==> src/rtl/opalkelly_tx_arbiter.sv <==
`default_nettype none
// ============================================================================
//  Module   : opalkelly_tx_arbiter
//  Purpose  : Round-robin packet arbiter in front of the Opal Kelly pipe
//             sys_tx port. It frames every granted packet as
//             header {HDR_TAG, 4'h0, channel id}, the data words, then a
//             trailer holding the data word count (16-bit, wrapping).
//  Revision : 1.0  initial release
// ----------------------------------------------------------------------------
//  Ports
//    sys_clk       in   system clock
//    sys_rst_n     in   asynchronous active-low reset
//    ch_valid      in   [NUM_CH]     per-channel word valid
//    ch_last       in   [NUM_CH]     per-channel end of packet (with valid)
//    ch_data       in   [16*NUM_CH]  per-channel data, lane i = [16*i+15:16*i]
//    ch_ready      out  [NUM_CH]     per-channel accept
//    sys_tx_ready  in   pipe accepts a word
//    sys_tx_valid  out  word offered to the pipe
//    sys_tx        out  [16] word to the pipe
//    busy          out  high whenever the FSM is not idle
//    grant_id      out  [4]  current or most recent grant
// ============================================================================
module opalkelly_tx_arbiter #(
  parameter int         NUM_CH  = 4,
  parameter logic [7:0] HDR_TAG = 8'hA5
) (
  input  logic                 sys_clk,
  input  logic                 sys_rst_n,
  input  logic [NUM_CH-1:0]    ch_valid,
  input  logic [NUM_CH-1:0]    ch_last,
  input  logic [16*NUM_CH-1:0] ch_data,
  output logic [NUM_CH-1:0]    ch_ready,
  input  logic                 sys_tx_ready,
  output logic                 sys_tx_valid,
  output logic [15:0]          sys_tx,
  output logic                 busy,
  output logic [3:0]           grant_id
);

  typedef enum logic [1:0] {
    ST_IDLE    = 2'd0,
    ST_HEADER  = 2'd1,
    ST_DATA    = 2'd2,
    ST_TRAILER = 2'd3
  } state_t;

  localparam logic [3:0] C_PTR_RESET = 4'(NUM_CH - 1);

  state_t      state_q, state_d;
  logic [3:0]  grant_q, grant_d;
  logic [3:0]  ptr_q,   ptr_d;
  logic [15:0] cnt_q,   cnt_d;

  // Channel signals widened to the full 16-channel id space so that the
  // 4-bit grant can index them directly for any NUM_CH.
  logic [15:0] w_valid_ext;
  logic [15:0] w_last_ext;
  logic [15:0] w_ready_ext;
  logic [15:0] w_data_arr [16];

  assign w_valid_ext = 16'(ch_valid);
  assign w_last_ext  = 16'(ch_last);
  assign ch_ready    = w_ready_ext[NUM_CH-1:0];

  for (genvar i = 0; i < 16; i++) begin : g_lane
    if (i < NUM_CH) begin : g_used
      assign w_data_arr[i] = ch_data[16*i +: 16];
    end else begin : g_unused
      assign w_data_arr[i] = 16'h0000;
    end
  end

  // Round-robin pick: first requester scanning upward from ptr+1, wrapping.
  logic       w_found;
  logic [3:0] w_pick;

  always_comb begin : p_pick
    logic [4:0] idx;
    idx     = '0;
    w_found = 1'b0;
    w_pick  = '0;
    for (int k = 1; k <= NUM_CH; k++) begin
      idx = {1'b0, ptr_q} + 5'(k);
      if (idx >= 5'(NUM_CH)) begin
        idx = idx - 5'(NUM_CH);
      end
      if (!w_found && w_valid_ext[idx[3:0]]) begin
        w_found = 1'b1;
        w_pick  = idx[3:0];
      end
    end
  end

  always_ff @(posedge sys_clk or negedge sys_rst_n) begin
    if (!sys_rst_n) begin
      state_q <= ST_IDLE;
      grant_q <= 4'd0;
      ptr_q   <= C_PTR_RESET;
      cnt_q   <= 16'd0;
    end else begin
      state_q <= state_d;
      grant_q <= grant_d;
      ptr_q   <= ptr_d;
      cnt_q   <= cnt_d;
    end
  end

  // Outputs are decoded from registered state so an asynchronous reset
  // clears them in the same cycle. The DATA path is a direct mux from the
  // granted lane to the pipe and back.
  always_comb begin
    state_d      = state_q;
    grant_d      = grant_q;
    ptr_d        = ptr_q;
    cnt_d        = cnt_q;
    sys_tx_valid = 1'b0;
    sys_tx       = 16'h0000;
    w_ready_ext  = 16'h0000;

    unique case (state_q)
      ST_IDLE: begin
        if (w_found) begin
          grant_d = w_pick;
          cnt_d   = 16'd0;
          state_d = ST_HEADER;
        end
      end

      ST_HEADER: begin
        sys_tx_valid = 1'b1;
        sys_tx       = {HDR_TAG, 4'h0, grant_q};
        if (sys_tx_ready) begin
          state_d = ST_DATA;
        end
      end

      ST_DATA: begin
        sys_tx_valid         = w_valid_ext[grant_q];
        sys_tx               = w_data_arr[grant_q];
        w_ready_ext[grant_q] = sys_tx_ready;
        if (w_valid_ext[grant_q] && sys_tx_ready) begin
          cnt_d = cnt_q + 16'd1;
          if (w_last_ext[grant_q]) begin
            state_d = ST_TRAILER;
          end
        end
      end

      ST_TRAILER: begin
        sys_tx_valid = 1'b1;
        sys_tx       = cnt_q;
        if (sys_tx_ready) begin
          ptr_d   = grant_q;
          state_d = ST_IDLE;
        end
      end

      default: begin
        state_d = ST_IDLE;
      end
    endcase
  end

  assign busy     = (state_q != ST_IDLE);
  assign grant_id = grant_q;

endmodule
`default_nettype wire

==> config.mk <==
export PLATFORM = sky130hd
export DESIGN_NAME = opalkelly_tx_arbiter
export DESIGN_NICKNAME = d
export VERILOG_FILES = /design/src/rtl/opalkelly_tx_arbiter.sv
export SDC_FILE = /design/constraint.sdc
export NUM_CORES = 1
export LEC_CHECK = 0
export ABC_AREA = 1
export CORE_MARGIN = 3
export CORE_UTILIZATION = 47
export CTS_CLUSTER_DIAMETER = 80
export CTS_CLUSTER_SIZE = 14
export DETAILED_ROUTE_END_ITERATION = 10
export GPL_TIMING_DRIVEN = 0
export PLACE_DENSITY = 0.85
export SLEW_MARGIN = 10
export SYNTH_ARGS = -nofsm -noshare
export SYNTH_HDL_FRONTEND = slang
export SYNTH_SLANG_ARGS = --single-unit
==> constraint.sdc <==
create_clock -name sys_clk -period 2.5 [get_ports sys_clk]
set_input_delay 0.375 -clock sys_clk [delete_from_list [all_inputs] [get_ports sys_clk]]
set_output_delay 0.375 -clock sys_clk [all_outputs]
set_load 0.01 [all_outputs]
**Word level (Yosys, flattened, before mapping)**

Cells that the tools add are included.

- Memory bits (read-only): 0
- Register bits after elaboration: 26
- Input bits: 75
- Bits in writable memories: 0
- Logic and storage cells: 91
- Bits in latches: 0
- Memories: 0

- Equal/unequal tests: 8
- Div/mod/pow operators: 0
- Shifts and indexed selects: 0
- Multipliers: 0
- Mux-type cells: 41
- Order comparisons: 11
- Reductions and logical operators: 16
- Bitwise gates (word level): 2
- Add/subtract/negate cells: 9

Operators with widths:

| kind | count |
|---|---|
| binary-select mux 16 bit (select 4 bit) | 1 |
| two-way mux 16 bit | 4 |
| one-hot mux 16 bit (3 select lines) | 1 |
| two-way mux 4 bit | 9 |
| one-hot mux 16 bit (2 select lines) | 1 |
| < comparator 4 x 5 -> 1 bit, second input constant | 5 |
| binary-select mux 1 bit (select 4 bit) | 6 |
| greater-or-equal comparator 5 x 3 -> 1 bit, second input constant | 4 |
| adder 16 x 1 -> 16 bit, second input constant | 1 |
| subtractor 4 x 3 -> 4 bit, second input constant | 4 |
| two-way mux 1 bit | 11 |
| adder 4 x 2 -> 5 bit, second input constant | 2 |
| two-way mux 2 bit | 5 |
| != test 2 bit, second input constant | 5 |
| one-hot mux 2 bit (4 select lines) | 1 |
| adder 4 x 1 -> 5 bit, second input constant | 1 |
| adder 4 x 3 -> 5 bit, second input constant | 1 |
| greater-or-equal comparator 5 bit, second input constant | 1 |
| logical AND 1 bit | 5 |
| inverter 4 -> 5 bit | 1 |
| AND reduction 5 bit | 1 |
| bitwise AND 4 bit | 1 |
| demux 1 bit (select 4 bit) | 1 |
| == test 2 bit, second input constant | 2 |
| other kinds (9) | 13 |

**Depth between registers and ports, before layout**

- Depth in word-level cells: 17
- Depth in mapped cells: 19
- Gate-level depth less buffers: 18

**Worst setup path before layout**

No wires, ideal clock.

- Path kind: register to register
- From: register ptr_q[1]
- To: register cnt_q[10]
- Stages on the path, launching flop included: 16
- Buffers on the path: 1
- Arrival: 2.122 ns
- Setup slack: 0.260 ns
- Cell sequence: dfstp_2 > ha_1 > nand2_1 > and2_1 > ha_1 > nand2_1 > nand2_1 > inv_1 > nand3_1 > nand2_2 > clkinv_2 > nand4_4 > nand2_4 > buf_8 > nand2_2 > o21ai_2

- Word-level cells in the longest chain between the ends: 17
- Elaborated cells on any way between the ends: 36

Ends and longest elaborated chain:

| element | RTL line | text |
|---|---|---|
| start, declared | 51 | `logic [3:0] ptr_q, ptr_d;` |
| start signal, assigned | 103 | `ptr_q <= ptr_d;` |
| adder 4 x 1 -> 5 bit | 83 | `idx = {1'b0, ptr_q} + 5'(k);` |
| subtractor 4 x 3 -> 4 bit or greater-or-equal comparator 5 x 3 -> 1 bit (tied branches) | 85, 84 |  |
| two-way mux 4 bit | 84 | `if (idx >= 5'(NUM_CH)) begin` |
| binary-select mux 1 bit (select 4 bit) | 87 | `if (!w_found && w_valid_ext[idx[3:0]]) begin` |
| two-way mux 1 bit (implied by the code) | 87 |  |
| two-way mux 1 bit | 87 |  |
| logical NOT 1 bit | 87 |  |
| logical AND 1 bit | 87 |  |
| two-way mux 1 bit | 87 |  |
| logical NOT 1 bit | 87 |  |
| logical AND 1 bit | 87 |  |
| two-way mux 1 bit | 87 |  |
| logical NOT 1 bit | 87 |  |
| logical AND 1 bit | 87 |  |
| two-way mux 1 bit (*) | 87 |  |
| != test 2 bit (no line) (*) | - |  |
| AND reduction 3 bit (no line) (*) | - |  |
| end signal, assigned | 104 | `cnt_q <= cnt_d;` |
| end, declared | 52 | `logic [15:0] cnt_q, cnt_d;` |

Every way passes the cells marked *; elsewhere a longest branch is shown, timed or not. The select of a mux whose other input is x is not followed.
A chain may end at the register's enable or synchronous reset.

**Worst setup path in the final report**

- From: register ptr_q[1]
- To: register grant_q[0], in the netlist grant_id[0]

- Word-level cells in the longest chain between the ends: 16
- Elaborated cells on any way between the ends: 39

Ends and longest elaborated chain:

| element | RTL line | text |
|---|---|---|
| adder 4 x 1 -> 5 bit | 83 |  |
| subtractor 4 x 3 -> 4 bit or greater-or-equal comparator 5 x 3 -> 1 bit (tied branches) | 85, 84 |  |
| two-way mux 4 bit | 84 |  |
| binary-select mux 1 bit (select 4 bit) | 87 |  |
| two-way mux 1 bit (implied by the code) | 87 |  |
| two-way mux 1 bit | 87 |  |
| logical NOT 1 bit | 87 |  |
| logical AND 1 bit | 87 |  |
| two-way mux 1 bit | 87 |  |
| logical NOT 1 bit | 87 |  |
| logical AND 1 bit | 87 |  |
| two-way mux 1 bit | 87 |  |
| logical NOT 1 bit | 87 |  |
| logical AND 1 bit | 87 |  |
| two-way mux 1 bit | 87 |  |
| AND reduction 2 bit (no line) | - |  |
| end signal, assigned | 102 | `grant_q <= grant_d;` |
| end, declared | 50 | `logic [3:0] grant_q, grant_d;` |

Several ways; a longest one is shown, not always the timed one. The select of a mux whose other input is x is not followed.

==> run summary <==
The flow ran to the end, but the final reports show violations. The checks that failed: negative setup slack. In this run the deepest clock path goes through 2 buffers.

For this design the static power due to leakage is around 2.1 nW. Clock tree synthesis found a total of 26 sinks. In this run switching power makes up 51.27% of total power.

The critical path in this run is classified as register to register. Synthesis produced roughly 440 cells. The number of maximum-capacitance constraint violations is 0. Setup repair after global routing could not meet its margin everywhere. The average wire per cell in the routed design came out at ~18 um. By area the synthesized netlist is led by nand2_1 21%, dfrtp_1 20%, ha_1 8.5%. The number of buffers created by CTS came out at 3. The first routing iteration left 490 violations. The total of buffers placed on input and output ports came out at 100. The routed length on met1 is between 4000 and 5000 um.

For this configuration, the core starts out at a cell density of just under 50%. The cell area after layout came out at 4606 um2. The number of global-route vias before repair came out at 3241.

After clock tree synthesis, the flow added hold-fix buffers numbering 0. The post-route clock period utilization is 105.9%. For this run, design rule violations remaining after detail routing come to 0. The number of hold violations in the final report came out at 0. The shortest period the worst path allows is roughly 2.6 ns. The all-layer global routing usage is between 20% and 30%.

The via total after detailed routing is ~3800. The area growth from synthesis to layout is 56.24%. The critical path contains buffers and inverters numbering 3 combined. The total power consumption of the routed design came out at between 5 and 6 mW. The final layout contains routed wiring with a total length of 11920 um. The number of ports placed on the die boundary is between 100 and 150.

Synthesis inferred 26 register bits. The area of the core region is approximately 6000 um2. TritonCTS built the clock tree. The library cells used most frequently in the layout, excluding fill and tap cells, are 154 x nand2_1, 78 x clkdlybuf4s50_1, 28 x inv_1, 28 x a22oi_1, 25 x buf_4.

The internal power consumption came out at roughly 2.5 mW. The total iterations of the first detailed-routing run came out at 6. Traced cell by cell, the critical path runs through buf_6 > clkinv_8 > ha_4 > nand2_2 > nand3_2 > nand2_2 > ha_2 > nand2_1 > nand2_1 > nor2_1 > nand2_1 > nand2_1 > nand2_2 > nand4_1 > nand2_1 > inv_1 > nand3_1 > nand2_1. The critical register-to-register path endpoint is grant_id[0]. After clock tree synthesis, the clock-pin slew on the worst setup and hold paths is 0.10 ns. In this run the worst path has a maximum fanout of 5. The number of distinct library cell variants in the gate-level netlist after synthesis is 38. After detailed placement, the total cell area comes to 4043 um2.

The leftover overflow at the end of global routing is 0. The worst voltage drop across the vdd grid is 0.6913 mV. Counting stages on the worst path, the most repeated cell is nand2_1.

The count of endpoints failing setup in the final report came out at 24. The layout cell share with drive strength beyond 1 came out at 23.09%. Among all stages on the critical path, the largest delay is contributed by dfstp_2.

The number of cells on the worst reg-to-reg path is 18. The worst-case setup margin in the final layout came out at -0.1484 ns. The mapped netlist covers 2948 um2. The measured slew at the worst slew-check pin came out at 0.6059 ns. The full die area is a little over 7000 um2. Sequential cells burn 11.8% of the power.

The antenna diode instance count came out at 0. The kind of capture point of the worst setup path is a register. After detailed routing, no signal wire sits above met4. The worst setup path is launched from a register. The height of the die is 85.20 um. The required time at the endpoint of the critical path is between 2 and 3 ns.

Entering global routing, the biggest net connects 27 pins. The delay contributed by the slowest stage of the critical path is ~0.65 ns. The detailed-routed wire length on met3 came out at 1395 um. The die span in x is roughly 85 um.

Sequential elements use between 20 and 25% of the synthesized area. The final RePlAce weighted congestion came out at approximately 0.96. The clock arrives with 0.008261 ns of skew. The total number of placement rows came out at 28. Summed over all nets, the switching power comes to roughly 2.6 mW.

The number of antenna violations at the first check in global routing came out at 0. After detailed routing, the number of vias per cell comes to slightly below 6. Of the total power, the clock network draws roughly 7.3%. The first global-routing pass estimated around 16000 um of wire. Counting the fill cells in the layout gives 400.

The power density normalized to cell area came out at 1094 nW/um2. The count of H-tree levels built during CTS is 1. The worst-skew pair later-pin latency is ~0.29 ns. For the worst setup path, the data arrival time is roughly 2.8 ns.

The final non-filler cell total came out at 651. The library cell used most frequently in the layout, excluding fill and tap cells, is nand2_1. Of the post-synthesis cell area, the dominant cell type holds between 20% and 30%. In this run the tightest slew margin relative to its limit is between 50 and 60%. The residual antenna-violating net count after detailed routing came out at 0. The maximum operating frequency is 0.3776 GHz. The detailed placement HPWL is 7526 um. The per-instance average area after synthesis came out at between 6 and 7 um2. The total placed cells including tap cells is a little over 600. The post-layout utilization of the core is between 70% and 80%. The number of nets in the synthesized netlist came out at about 540.

The startpoint identified for the worst register-to-register timing path is ptr_q[1]. The class of the most critical hold timing path is input port to async pin. The root buffer cell chosen for the clock tree is clkbuf_8.

The timing startpoint of the critical path is ptr_q[1]. The final count of pins violating max slew is 0. The largest total area in the synthesized netlist belongs to nand2_1. The kind of cell with the highest combined delay along the critical path is simple AND/OR/NAND/NOR gates. For flop-to-flop paths, the worst setup slack is -0.15 ns. The routed wire length on met2 is between 5000 and 6000 um.

The total of warnings raised by yosys is 0. Per report_power, the combinational group accounts for around four fifths of the total. The net count of the finished layout is 672.
## logic make-up after synthesis
| kind of cell | count (synthesis) | synth area share (%) |
|---|---|---|
| simple gates | 256 | 38.88 |
| compound gates | 76 | 17.91 |
| buf+inv | 54 | 8.743 |
| flops | 26 | 22.16 |
| fa+ha+maj | 20 | 8.489 |
| xor+xnor | 12 | 3.820 |
## flip-flops by register name (all words and copies together) (netlist names)
name / flops
grant_id: 4
cnt_q: 16
state_q: 2
ptr_q: 4
## worst max path at each step
stage | endpoint | slack, ns | cells past startpoint
after floorplan | cnt_q[10] | 0.26 | 15
after global placement | sys_tx_valid | -0.41 | 8
after detailed placement | sys_tx_valid | -0.46 | 8
after CTS | sys_tx[4] | -0.13 | 9
after global routing | grant_id[0] | -0.26 | 18
final | grant_id[0] | -0.15 | 18
## cell usage after synthesis (all sizes together)
cell type,instances
ha,20
o211ai,1
a21oi,12
clkbuf,8
a31oi,5
and2,1
nor3,6
nand2,174
dfstp,2
buf,9
a21boi,1
nor2,25
dfrtp,24
inv,35
o21ai,28
or2,10
clkinv,2
nand4,14
nand3b,1
a22oi,29
nand3,25
xor2,11
xnor2,1
## routing by layer
| metal | up-vias | GRT usage (%) |
|---|---|---|
| li1 | 1740 | - |
| met4 | 0 | 7.050 |
| met3 | 59 | 3.010 |
| met5 | - | 0 |
| met1 | 1744 | 38.47 |
| met2 | 304 | 42.73 |
## what timing repair did
action | CTS | global route
pin swaps | 2 | 19
endpoints found under the hold margin | 0 | 0
buffers inserted | 8 | 19
gates resized for setup | 42 | 71
cloned | 0 | 2
setup endpoints to repair | 37 | 41
## power by group through the flow
stage               combinational [mW]  sequential (mW)  clock [mW]
global route                      4.32            0.598       0.389
floorplan                         1.95            0.575           0
detailed placement                2.92            0.600           0
global placement                  2.85            0.595           0
CTS                               3.05            0.576       0.370
finish                            4.08            0.595       0.368
## stage by stage
stage / setup WS, ns / hold WS [ns] / setup TNS, ns
2_1_floorplan: 0.2602 / 0.07941 / 0
3_3_place_gp: -0.4055 / 0.5135 / -5.423
3_5_place_dp: -0.4649 / 0.5385 / -7.107
4_1_cts: -0.1340 / 0.5700 / -0.1340
5_1_grt: -0.2569 / 0.1221 / -4.354
6_report: -0.1484 / 0.08356 / -2.129
## final cells by class
type | count | area, um2 | share of cell area, %
inverters | 37 | 161.4 | 3.504
repair buffers | 129 | 1221 | 26.51
clock inverters | 1 | 30.03 | 0.6520
well taps | 75 | 93.84 | 2.037
multi-input cells | 364 | 2240 | 48.63
clock buffers | 3 | 41.29 | 0.8965
flip-flops and latches | 26 | 653.1 | 14.18
plain buffers | 16 | 165.2 | 3.586
Power figures use the tool's default switching activity.
==> variant (same settings) <==
The parameter `NUM_CH` goes from 4 to 5. Comments in the files are not updated.
--- a/src/rtl/opalkelly_tx_arbiter.sv
+++ b/src/rtl/opalkelly_tx_arbiter.sv
@@ -22,5 +22,5 @@
 // ============================================================================
 module opalkelly_tx_arbiter #(
-  parameter int         NUM_CH  = 4,
+  parameter int         NUM_CH  = 5,
   parameter logic [7:0] HDR_TAG = 8'hA5
 ) (
Ports: changed (resized ch_data, ch_last, ch_ready and ch_valid); port bits go from 101 to 120. The function was not compared with the original's and may differ.
==> variant against the original RTL <==
- the flow still finishes with violations (negative setup slack)
- wire length is 49% higher
- core utilization is 4.8 points higher
- die area is 28% higher
- sequential power is 14% higher
- sequential cell count stayed put
- final area is 39% higher
- total power is 93% higher
- highest routed layer unchanged
- critical endpoint is now cnt_q[13]
- setup slack worse by 290 ps
- area after synthesis is 31% higher
- clock power is 2% higher
- cell count is 43% higher
==> variant: results (changes against the original RTL) <==
status finished, violations left; failing checks negative setup slack; Max VDD drop 791 µV (+14%); post-CTS setup buffer count 48 (+40); met2 Usage GRT 60.5% (+18 points); sequential-to-total area share from yosys stat 16.9% (-5.2 points); Place WS -782 ps (-317 ps); cts repair resizes 151 (+260%); Syn Nets 761 (+41%); M1 WL 6460 µm (+38%); GR Util met1 41.9% (+3.4 points); first-iteration detailed-routing DRC count 668 (+36%); GPL Wtd Cong 0.959 (about the same); NumNets Final 945 (+41%); Cells after DPL 869 (+40%); GR Util All Layers 34.3% (+7.5 points); Leakage 2.90 nW (+37%); internal power 4.25 mW (+73%); worst reg2reg endpoint cnt_q[13]; post-synthesis instance total 648 (+46%); relative slew slack 57.8% (-1.8 points); crit path max fanout 10 (+5); fillers 500 (+25%); Worst Clk Skew 11.7 ps (+3.44 ps); Setup WS post-layout -434 ps (-286 ps); final setup vio count 23 (-4.2%); Post-synth top cells nand2_1 (223), nand3_1 (57), inv_1 (54); grt met3 use 5.11% (+2.1 points); reg2reg start ptr_q[2]; IO buf count 119 (+19%); vias in the first global route 5186 (+60%); DP Wirelength 11700 µm (+55%); post-synthesis cell type count 41 (+7.9%); vias per cell 6.04 (+2.2%); FF-to-FF path depth 21 (+3)
[variant: area by class of cell]
cell class	count	area share, %
clock inverter	1	0.468
tap	102	1.99
inverter	66	4.20
clock buffer	3	0.644
sequential	26	10.3
timing repair buffer	183	26.3
buffer	19	2.63
multi-input combinational	533	53.5
[variant: worst max-delay path by stage]
stage	startpoint	to	cells after the start
final	ptr_q[2]	cnt_q[13]	21
after global routing	ptr_q[2]	state_q[0]	21
after CTS	ptr_q[2]	cnt_q[13]	18
after detailed placement	grant_id[1]	sys_tx[0]	8
after global placement	grant_id[1]	sys_tx[0]	8
after floorplan	ptr_q[2]	state_q[1]	19
[variant: cells by family (layout without fill, tap and decap cells)]
| group | after synthesis | after routing | synth area share (%) |
|---|---|---|---|
| and+or+nand+nor | 389 | 389 | 45.5 |
| AOI/OAI and AO/OA | 107 | 107 | 17.8 |
| buffers and inverters | 89 | 272 | 9.41 |
| xor gates and xnor gates | 17 | 17 | 3.86 |
| adders and majority gates | 20 | 20 | 6.49 |
| DFF | 26 | 26 | 16.9 |
[variant: through the flow]
step                      power (mW)  setup TNS (ps)  instance area (µm²)
after floorplan                 4.96           -1110                 3890
after global placement          6.36          -21050                 5210
after detailed placement        6.53          -23360                 5210
after CTS                       8.39           -4330                 6060
after global routing            10.3          -10870                 6410
final                           9.72           -8380                 6410
[variant: power groups by stage]
| stage | Combinational (mW) | Clock, mW | Sequential, mW |
|---|---|---|---|
| after CTS | 7.37 | 0.365 | 0.662 |
| after global routing | 9.19 | 0.383 | 0.679 |
| after floorplan | 4.33 | 0 | 0.629 |
| final | 8.67 | 0.375 | 0.676 |
| after global placement | 5.69 | 0 | 0.668 |
| after detailed placement | 5.86 | 0 | 0.674 |
